File: src/rtl/fp_multiplier_pipe_if.sv
// Operand/result handshake bundle for fp_multiplier_pipe.
// master: operand issuer and result consumer. slave: the multiplier.
// Signals: in_valid/in_ready/number_1/number_2 (operand side), out_valid/out_ready/number_out/flags (result side).
interface fp_multiplier_pipe_if #(
    parameter int D_WIDTH = 32
);
    logic               in_valid;
    logic               in_ready;
    logic [D_WIDTH-1:0] number_1;
    logic [D_WIDTH-1:0] number_2;
    logic               out_valid;
    logic               out_ready;
    logic [D_WIDTH-1:0] number_out;
    logic [3:0]         flags;      // {invalid, overflow, underflow, inexact}

    modport master (
        output in_valid, number_1, number_2, out_ready,
        input  in_ready, out_valid, number_out, flags
    );

    modport slave (
        input  in_valid, number_1, number_2, out_ready,
        output in_ready, out_valid, number_out, flags
    );
endinterface

File: src/rtl/fp_multiplier_pipe.sv
// Pipelined IEEE-754 multiplier (RNE, flush-to-zero, zero/Inf/NaN handling, exception flags).
// Latency: 3 register stages; out_valid rises on the 3rd rising edge counting the accept edge.
// Backpressure: in_ready = !(out_valid && !out_ready); a stalled output freezes every stage.
// Ports: clk, rst (async active-high), bus (slave modport: operands in, product + flags out).
module fp_multiplier_pipe #(
    parameter int E_WIDTH = 8,   // >= 3
    parameter int M_WIDTH = 23,  // >= 2
    parameter int D_WIDTH = 32   // == 1 + E_WIDTH + M_WIDTH
) (
    input  logic                  clk,
    input  logic                  rst,
    fp_multiplier_pipe_if.slave   bus
);
    localparam int P_WIDTH = 2*M_WIDTH + 2;
    localparam int X_WIDTH = E_WIDTH + 2;   // signed working exponent
    localparam int BIAS_I  = (1 << (E_WIDTH-1)) - 1;
    localparam logic [E_WIDTH-1:0]        EMAX   = '1;
    localparam logic signed [X_WIDTH-1:0] BIAS   = BIAS_I[X_WIDTH-1:0];
    localparam logic signed [X_WIDTH-1:0] EMAX_S = {2'b00, EMAX};
    localparam logic signed [X_WIDTH-1:0] ZERO_S = '0;
    localparam logic [D_WIDTH-1:0]        QNAN   = {1'b0, EMAX, 1'b1, {(M_WIDTH-1){1'b0}}};

    // Result class decided in S1 and carried down the pipe
    localparam logic [1:0] SP_NORM = 2'd0;
    localparam logic [1:0] SP_NAN  = 2'd1;
    localparam logic [1:0] SP_INF  = 2'd2;
    localparam logic [1:0] SP_ZERO = 2'd3;

    // Whole pipe advances together; no bubble collapse.
    logic r_out_valid;
    logic w_adv;
    assign w_adv        = !(r_out_valid && !bus.out_ready);
    assign bus.in_ready = !rst && w_adv;

    // ---------------- S1: unpack / classify ----------------
    logic               w_sa, w_sb;
    logic [E_WIDTH-1:0] w_ea, w_eb;
    logic [M_WIDTH-1:0] w_fa, w_fb;
    logic w_za, w_zb, w_ia, w_ib, w_na, w_nb, w_inf_x_zero;
    logic [1:0] w_spec1;
    logic       w_inv1;
    logic signed [X_WIDTH-1:0] w_exp1;

    assign {w_sa, w_ea, w_fa} = bus.number_1;
    assign {w_sb, w_eb, w_fb} = bus.number_2;
    // exp==0 covers both true zero and subnormals (flushed)
    assign w_za = (w_ea == '0);
    assign w_zb = (w_eb == '0);
    assign w_ia = (w_ea == EMAX) && (w_fa == '0);
    assign w_ib = (w_eb == EMAX) && (w_fb == '0);
    assign w_na = (w_ea == EMAX) && (w_fa != '0);
    assign w_nb = (w_eb == EMAX) && (w_fb != '0);
    assign w_inf_x_zero = (w_ia && w_zb) || (w_za && w_ib);
    assign w_exp1 = $signed({2'b00, w_ea}) + $signed({2'b00, w_eb}) - BIAS;

    always_comb begin
        w_spec1 = SP_NORM;
        if (w_na || w_nb || w_inf_x_zero) w_spec1 = SP_NAN;
        else if (w_ia || w_ib)            w_spec1 = SP_INF;
        else if (w_za || w_zb)            w_spec1 = SP_ZERO;
    end
    // Signalling NaN has the fraction MSB clear
    assign w_inv1 = w_inf_x_zero || (w_na && !w_fa[M_WIDTH-1]) || (w_nb && !w_fb[M_WIDTH-1]);

    logic                      r_v1, r_sign1, r_inv1;
    logic [1:0]                r_spec1;
    logic signed [X_WIDTH-1:0] r_exp1;
    logic [M_WIDTH:0]          r_ma1, r_mb1;

    always_ff @(posedge clk or posedge rst) begin
        if (rst) begin
            r_v1 <= 1'b0; r_sign1 <= 1'b0; r_inv1 <= 1'b0; r_spec1 <= SP_NORM;
            r_exp1 <= '0; r_ma1 <= '0; r_mb1 <= '0;
        end else if (w_adv) begin
            r_v1    <= bus.in_valid;
            r_sign1 <= w_sa ^ w_sb;
            r_inv1  <= w_inv1;
            r_spec1 <= w_spec1;
            r_exp1  <= w_exp1;
            r_ma1   <= {1'b1, w_fa};
            r_mb1   <= {1'b1, w_fb};
        end
    end

    // ---------------- S2: mantissa multiply ----------------
    logic                      r_v2, r_sign2, r_inv2;
    logic [1:0]                r_spec2;
    logic signed [X_WIDTH-1:0] r_exp2;
    logic [P_WIDTH-1:0]        r_prod2;

    always_ff @(posedge clk or posedge rst) begin
        if (rst) begin
            r_v2 <= 1'b0; r_sign2 <= 1'b0; r_inv2 <= 1'b0; r_spec2 <= SP_NORM;
            r_exp2 <= '0; r_prod2 <= '0;
        end else if (w_adv) begin
            r_v2    <= r_v1;
            r_sign2 <= r_sign1;
            r_inv2  <= r_inv1;
            r_spec2 <= r_spec1;
            r_exp2  <= r_exp1;
            r_prod2 <= {{(M_WIDTH+1){1'b0}}, r_ma1} * {{(M_WIDTH+1){1'b0}}, r_mb1};
        end
    end

    // ---------------- S3: normalise / round / pack ----------------
    // Product is in [1,4); w_norm drops the hidden bit so its MSB is the first fraction bit.
    logic [P_WIDTH-2:0]        w_norm;
    logic signed [X_WIDTH-1:0] w_exp_n, w_exp_f;
    logic [M_WIDTH-1:0]        w_frac, w_frac_r;
    logic                      w_guard, w_round, w_sticky, w_inc, w_carry, w_inexact;
    logic [D_WIDTH-1:0]        w_res;
    logic [3:0]                w_flg;

    assign w_norm   = r_prod2[P_WIDTH-1] ? r_prod2[P_WIDTH-2:0] : {r_prod2[P_WIDTH-3:0], 1'b0};
    assign w_exp_n  = r_exp2 + $signed({{(X_WIDTH-1){1'b0}}, r_prod2[P_WIDTH-1]});
    assign w_frac   = w_norm[P_WIDTH-2 -: M_WIDTH];
    assign w_guard  = w_norm[M_WIDTH];
    assign w_round  = w_norm[M_WIDTH-1];
    assign w_sticky = |w_norm[M_WIDTH-2:0];
    assign w_inc    = w_guard && (w_round || w_sticky || w_frac[0]);
    // Carry out leaves the fraction at zero, i.e. mantissa 1.0 one binade up
    assign {w_carry, w_frac_r} = {1'b0, w_frac} + {{M_WIDTH{1'b0}}, w_inc};
    assign w_exp_f   = w_exp_n + $signed({{(X_WIDTH-1){1'b0}}, w_carry});
    assign w_inexact = w_guard || w_round || w_sticky;

    always_comb begin
        w_res = '0;
        w_flg = 4'b0000;
        case (r_spec2)
            SP_NAN: begin
                w_res = QNAN;
                w_flg = {r_inv2, 3'b000};
            end
            SP_INF:  w_res = {r_sign2, EMAX, {M_WIDTH{1'b0}}};
            SP_ZERO: w_res = {r_sign2, {(D_WIDTH-1){1'b0}}};
            default: begin
                if (w_exp_f >= EMAX_S) begin
                    w_res = {r_sign2, EMAX, {M_WIDTH{1'b0}}};
                    w_flg = 4'b0101;
                end else if (w_exp_f <= ZERO_S) begin
                    w_res = {r_sign2, {(D_WIDTH-1){1'b0}}};
                    w_flg = 4'b0011;
                end else begin
                    w_res = {r_sign2, w_exp_f[E_WIDTH-1:0], w_frac_r};
                    w_flg = {3'b000, w_inexact};
                end
            end
        endcase
    end

    logic [D_WIDTH-1:0] r_number_out;
    logic [3:0]         r_flags;

    always_ff @(posedge clk or posedge rst) begin
        if (rst) begin
            r_out_valid  <= 1'b0;
            r_number_out <= '0;
            r_flags      <= 4'b0000;
        end else if (w_adv) begin
            r_out_valid <= r_v2;
            if (r_v2) begin
                r_number_out <= w_res;
                r_flags      <= w_flg;
            end
        end
    end

    assign bus.out_valid  = r_out_valid;
    assign bus.number_out = r_number_out;
    assign bus.flags      = r_flags;
endmodule

File: src/flat_wrapper.sv
// flat-port wrapper written by rule: the top's interface ports become plain ports
module fp_multiplier_pipe_flat 
#(
    parameter int E_WIDTH = 8,          
    parameter int M_WIDTH = 23,         
    parameter int D_WIDTH = 32                              
)
  (clk, rst, bus_in_valid, bus_number_1, bus_number_2, bus_out_ready, bus_in_ready, bus_out_valid, bus_number_out, bus_flags);
  fp_multiplier_pipe_if #(.D_WIDTH(D_WIDTH)) bus_i ();
  input  logic clk;
  input  logic rst;
  input wire logic [$bits(bus_i.in_valid)-1:0] bus_in_valid;
  input wire logic [$bits(bus_i.number_1)-1:0] bus_number_1;
  input wire logic [$bits(bus_i.number_2)-1:0] bus_number_2;
  input wire logic [$bits(bus_i.out_ready)-1:0] bus_out_ready;
  output wire logic [$bits(bus_i.in_ready)-1:0] bus_in_ready;
  output wire logic [$bits(bus_i.out_valid)-1:0] bus_out_valid;
  output wire logic [$bits(bus_i.number_out)-1:0] bus_number_out;
  output wire logic [$bits(bus_i.flags)-1:0] bus_flags;
  assign bus_i.in_valid = bus_in_valid;
  assign bus_i.number_1 = bus_number_1;
  assign bus_i.number_2 = bus_number_2;
  assign bus_i.out_ready = bus_out_ready;
  assign bus_in_ready = bus_i.in_ready;
  assign bus_out_valid = bus_i.out_valid;
  assign bus_number_out = bus_i.number_out;
  assign bus_flags = bus_i.flags;
  fp_multiplier_pipe #(.E_WIDTH(E_WIDTH), .M_WIDTH(M_WIDTH), .D_WIDTH(D_WIDTH)) u_core (.clk(clk), .rst(rst), .bus(bus_i));
endmodule
File: config.mk
export PLATFORM = sky130hd
export DESIGN_NAME = fp_multiplier_pipe_flat
export DESIGN_NICKNAME = d
export VERILOG_FILES = /design/src/rtl/fp_multiplier_pipe_if.sv /design/src/rtl/fp_multiplier_pipe.sv /design/src/flat_wrapper.sv
export SDC_FILE = /design/constraint.sdc
export NUM_CORES = 2
export LEC_CHECK = 0
export CORE_UTILIZATION = 68
export CTS_BUF_LIST = sky130_fd_sc_hd__clkbuf_8
export DETAILED_ROUTE_END_ITERATION = 10
export DONT_BUFFER_PORTS = 1
export PLACE_DENSITY = 0.86
export RECOVER_POWER = 100
export SLEW_MARGIN = 20
export SYNTH_ARGS = -nofsm -noshare
export SYNTH_HDL_FRONTEND = slang
export SYNTH_SLANG_ARGS = --single-unit
File: constraint.sdc
create_clock -name clk -period 8.54 [get_ports clk]
set_input_delay 1.708 -clock clk [delete_from_list [all_inputs] [get_ports clk]]
set_output_delay 1.708 -clock clk [all_outputs]
set_load 0.01 [all_outputs]
==> run_results.csv <==
group,metric,value,unit
timing,period_share,0.9193,
finish,fin_cells,3440,
route,wirelength,69210,um
hold_path,hold_path_class,"flip-flop to flip-flop",
timing,fmax,127.4,MHz
route,vias,20570,
critical_path,cp-startpoint,"u_core.r_mb1[3]",
clock_network,clk_transition_reported_paths,0.10,ns
global_routing,antenna_found_initial,7,
critical_path,worst-path-buf-inv,6,
global_routing,grt_pass1_wl,115100,um
die,die_area,40140,um2
timing,fin_skew,0.03041,ns
placed_design,place_ws,1.076,ns
clock_network,cts_made_buffers,17,
critical_path,rr_worst_depth,24,
critical_path,cp_cell_sequence,"clkbuf_1, nand2_1, fa_1, inv_1, fa_1, inv_1, fa_1, inv_1, fa_1, ha_1, fa_1, inv_1, fa_1, inv_1, ha_1, and3_1, a21boi_0, o21ai_0, o311ai_4, a221oi_2, o21ai_2, a311oi_1, xnor2_1, o21ai_1",
synth,syn_area_per_cell,8.841,um2
route,via_per_inst,5.980,
die,fp.dieH,200.3,um
clock_network,cts_tree,"yes",
clock_network,cts_resized,0,
timing,timing.hold.ws,0.4776,ns
timing,slew_viol_final,478,
global_routing,overflow,0,
finish,n_antenna_cell,0,
clock_network,post_cts_buffers,0,
route,drt_pass1_iterations,7,
synth,ys_seq_area_frac,0.1515,
critical_path,crit_slowest_cell,"dfrtp_1",
critical_path,startpoint_type,"flip-flop",
placed_design,globalplace.congestion,0.9813,
critical_path,cp.depth,24,
job,cap_violations,7,
timing,setup_viol,0,
clock_network,cts_max_level,4,
critical_path,worstPathArrival,8.10,ns
outcome,violations,"max-capacitance violations, max-slew violations",
die,ioPinCount,106,
synth,ys_warn_count,0,
timing,tightest_slew,4.345,ns
die,fp.dieW,200.3,um
clock_network,clock-sinks,162,
clock_network,cts_hold_buffers,0,
critical_path,r2r_start,"u_core.r_mb1[3]",
synth,synthCells,3026,
critical_path,required,8.79,ns
die,initial_core_util,0.6906,
clock_network,cts_buffer_depth,2,
clock_network,root_buffer,"clkbuf_8",
synth,synth.net_count,3768,
placed_design,post-dp-hpwl,54490,um
global_routing,grt_usage,0.3655,
critical_path,crit_path_max_fanout,13,
critical_path,slowest_delay,0.74,ns
route,drtIter0Drc,1671,
timing,setup_ws,0.6891,ns
timing,finalCriticalPeriod,7.851,ns
route,drc,0,
critical_path,worstSetupEndpoint,"u_core.r_prod2[42]",
placed_design,port-buffer-count,0,
clock_network,insertion_delay,0.51,ns
timing,hold_viol,0,
critical_path,critPathTopFamily,"adder cells",
synth,synth_edf_count,0,
global_routing,grt_pass1_vias,22380,
synth,ys_ff_latch,162,
route,wl_per_cell,20.12,um
synth,synth.distinct_cells,74,
synth,synthArstFlopShare,1.000,
die,core_area,38740,um2
global_routing,grt_max_degree,97,
critical_path,crit_type,"flip-flop to flip-flop",
finish,syn2layout_area_growth,2.245,%
placed_design,dp_cells,3407,
timing,slew_headroom,-1.913,
synth,synth_ff_type,"dfrtp_1",
finish,drive_above_1_share,0.02806,
critical_path,crit_top_cell,"fa_1",
finish,fin_nets,3651,
critical_path,endpoint_kind,"flip-flop",
route,ant_nets,0,
timing,finalSetupTns,0,ns
critical_path,r2r_end,"u_core.r_prod2[42]",
synth,syn_area,26750,um2
critical_path,r2r_slack,0.69,ns
die,rows,72,
timing,rsz0062_at_grt,"false",
outcome,outcome,"complete, but fails checks",
[metrics by stage]
step | cell area, um2 | utilization
finish | 27350 | 0.7061
detailed placement | 26980 | 0.6964
global route | 27350 | 0.7061
CTS | 27410 | 0.7076
global placement | 26980 | 0.6964
floorplan | 26750 | -
[state kept, by name, summed over array words and instances, names as in the netlist]
signal                 count
u_core.r_sign2             1
u_core.r_spec2             2
u_core.r_exp1             10
u_core.r_v1                1
u_core.r_exp2             10
u_core.r_inv1              1
u_core.bus.out_valid       1
u_core.r_ma1              23
u_core.r_sign1             1
u_core.bus.number_out     32
u_core.r_mb1              24
u_core.r_v2                1
u_core.r_prod2            48
u_core.r_inv2              1
u_core.r_spec1             2
u_core.bus.flags           4
[final cells by class]
type / instances / area [um2]
multi-input cells: 2142 / 19940
fillers: 2919 / 11380
flip-flops and latches: 162 / 4055
inverters: 560 / 2103
well taps: 518 / 648.1
clock buffers: 18 / 247.7
clock inverters: 14 / 185.2
repair buffers: 26 / 177.7
[cell usage after synthesis (3+ instances only)]
| cell | instances | area share |
|---|---|---|
| nand2b_1 | 11 | 0.0026 |
| nor2b_1 | 13 | 0.0030 |
| and3_1 | 9 | 0.0021 |
| a22o_1 | 14 | 0.0046 |
| o21ai_0 | 46 | 0.0086 |
| clkbuf_1 | 145 | 0.020 |
| nor4_1 | 23 | 0.0054 |
| mux2_2 | 6 | 0.0025 |
| a211oi_1 | 6 | 0.0017 |
| o21bai_1 | 9 | 0.0025 |
| nand4_1 | 27 | 0.0063 |
| o211ai_1 | 3 | 0.00084 |
| mux2i_1 | 11 | 0.0041 |
| and4_1 | 4 | 0.0013 |
| o21ai_2 | 5 | 0.0016 |
| nor2_1 | 78 | 0.011 |
| buf_2 | 6 | 0.0011 |
| and2_1 | 300 | 0.070 |
| a31oi_1 | 7 | 0.0016 |
| inv_1 | 560 | 0.079 |
| xor2_1 | 33 | 0.011 |
| nand3_1 | 23 | 0.0043 |
| nor3_1 | 12 | 0.0022 |
| dfrtp_1 | 162 | 0.15 |
| a221oi_1 | 5 | 0.0016 |
| o31ai_1 | 3 | 0.00084 |
| a21o_1 | 20 | 0.0056 |
| nand2_1 | 584 | 0.082 |
| ha_1 | 190 | 0.089 |
| o21a_1 | 4 | 0.0011 |
| o21ai_1 | 12 | 0.0022 |
| buf_1 | 8 | 0.0011 |
| xnor2_1 | 42 | 0.014 |
| a21oi_1 | 105 | 0.020 |
| a32o_1 | 7 | 0.0026 |
| fa_1 | 484 | 0.36 |
[how the worst min path moves through the flow]
stage	startpoint	to	slack [ns]	depth (start not counted)
3_5_place_dp	u_core.r_exp1[5]	u_core.r_exp2[5]	0.46	2
3_3_place_gp	u_core.r_v1	u_core.r_v1	0.45	2
2_1_floorplan	u_core.r_sign2	u_core.r_sign2	0.43	2
6_report	u_core.r_prod2[3]	u_core.r_prod2[3]	0.48	2
5_1_grt	u_core.r_exp1[5]	u_core.r_exp2[5]	0.50	2
4_1_cts	u_core.r_prod2[3]	u_core.r_prod2[3]	0.48	2
[routing by layer]
layer,part of all wire,track usage,wire length [um],vias up
li1,-,-,-,8929
met1,0.37,0.4651,25420,10410
met2,0.49,0.6094,34180,993
met3,0.087,0.07078,6011,240
met4,0.052,0.1649,3566,4
met5,0.00048,0,33,-
[cell families after synthesis]
| kind of cell | after synthesis | share of synthesized area |
|---|---|---|
| adder cells (fa/ha/maj) | 674 | 0.4511 |
| multiplexers | 19 | 0.007483 |
| XOR/XNOR | 75 | 0.02455 |
| AND/OR/NAND/NOR | 1101 | 0.1963 |
| buffers and inverters | 722 | 0.1021 |
| AO/OA/AOI/OAI | 273 | 0.06693 |
| flip-flops | 162 | 0.1515 |
[worst register-to-register path: cells and delay by family, from the launching register on]
family	cells	cell delay (ns)
adder cells (fa/ha/maj)	8	3.68
XOR/XNOR	1	0.16
flip-flops	1	0.74
buffers and inverters	6	0.85
AND/OR/NAND/NOR	2	0.42
AO/OA/AOI/OAI	7	1.76
[cells in the final DEF, fill, tap and decap left out, types with 10 or more instances in the layout]
cell type  count
inv_1        560
a21o_1        20
buf_4         21
nor3_1        12
clkbuf_8      18
nor4_1        23
nand2_1      585
mux2i_1       11
xnor2_1       42
a22o_1        14
ha_1         190
nand3_1       23
o21ai_0       50
and2_1       295
a21oi_1      105
xor2_1        33
dfrtp_1      161
o21ai_1       10
nor2b_1       13
nor2_1        78
nand4_1       27
nand2b_1      11
fa_1         484
Power is left out: the tool's default activity adds up to more than one toggle a clock period on the data nets, which glitch-free logic cannot reach.
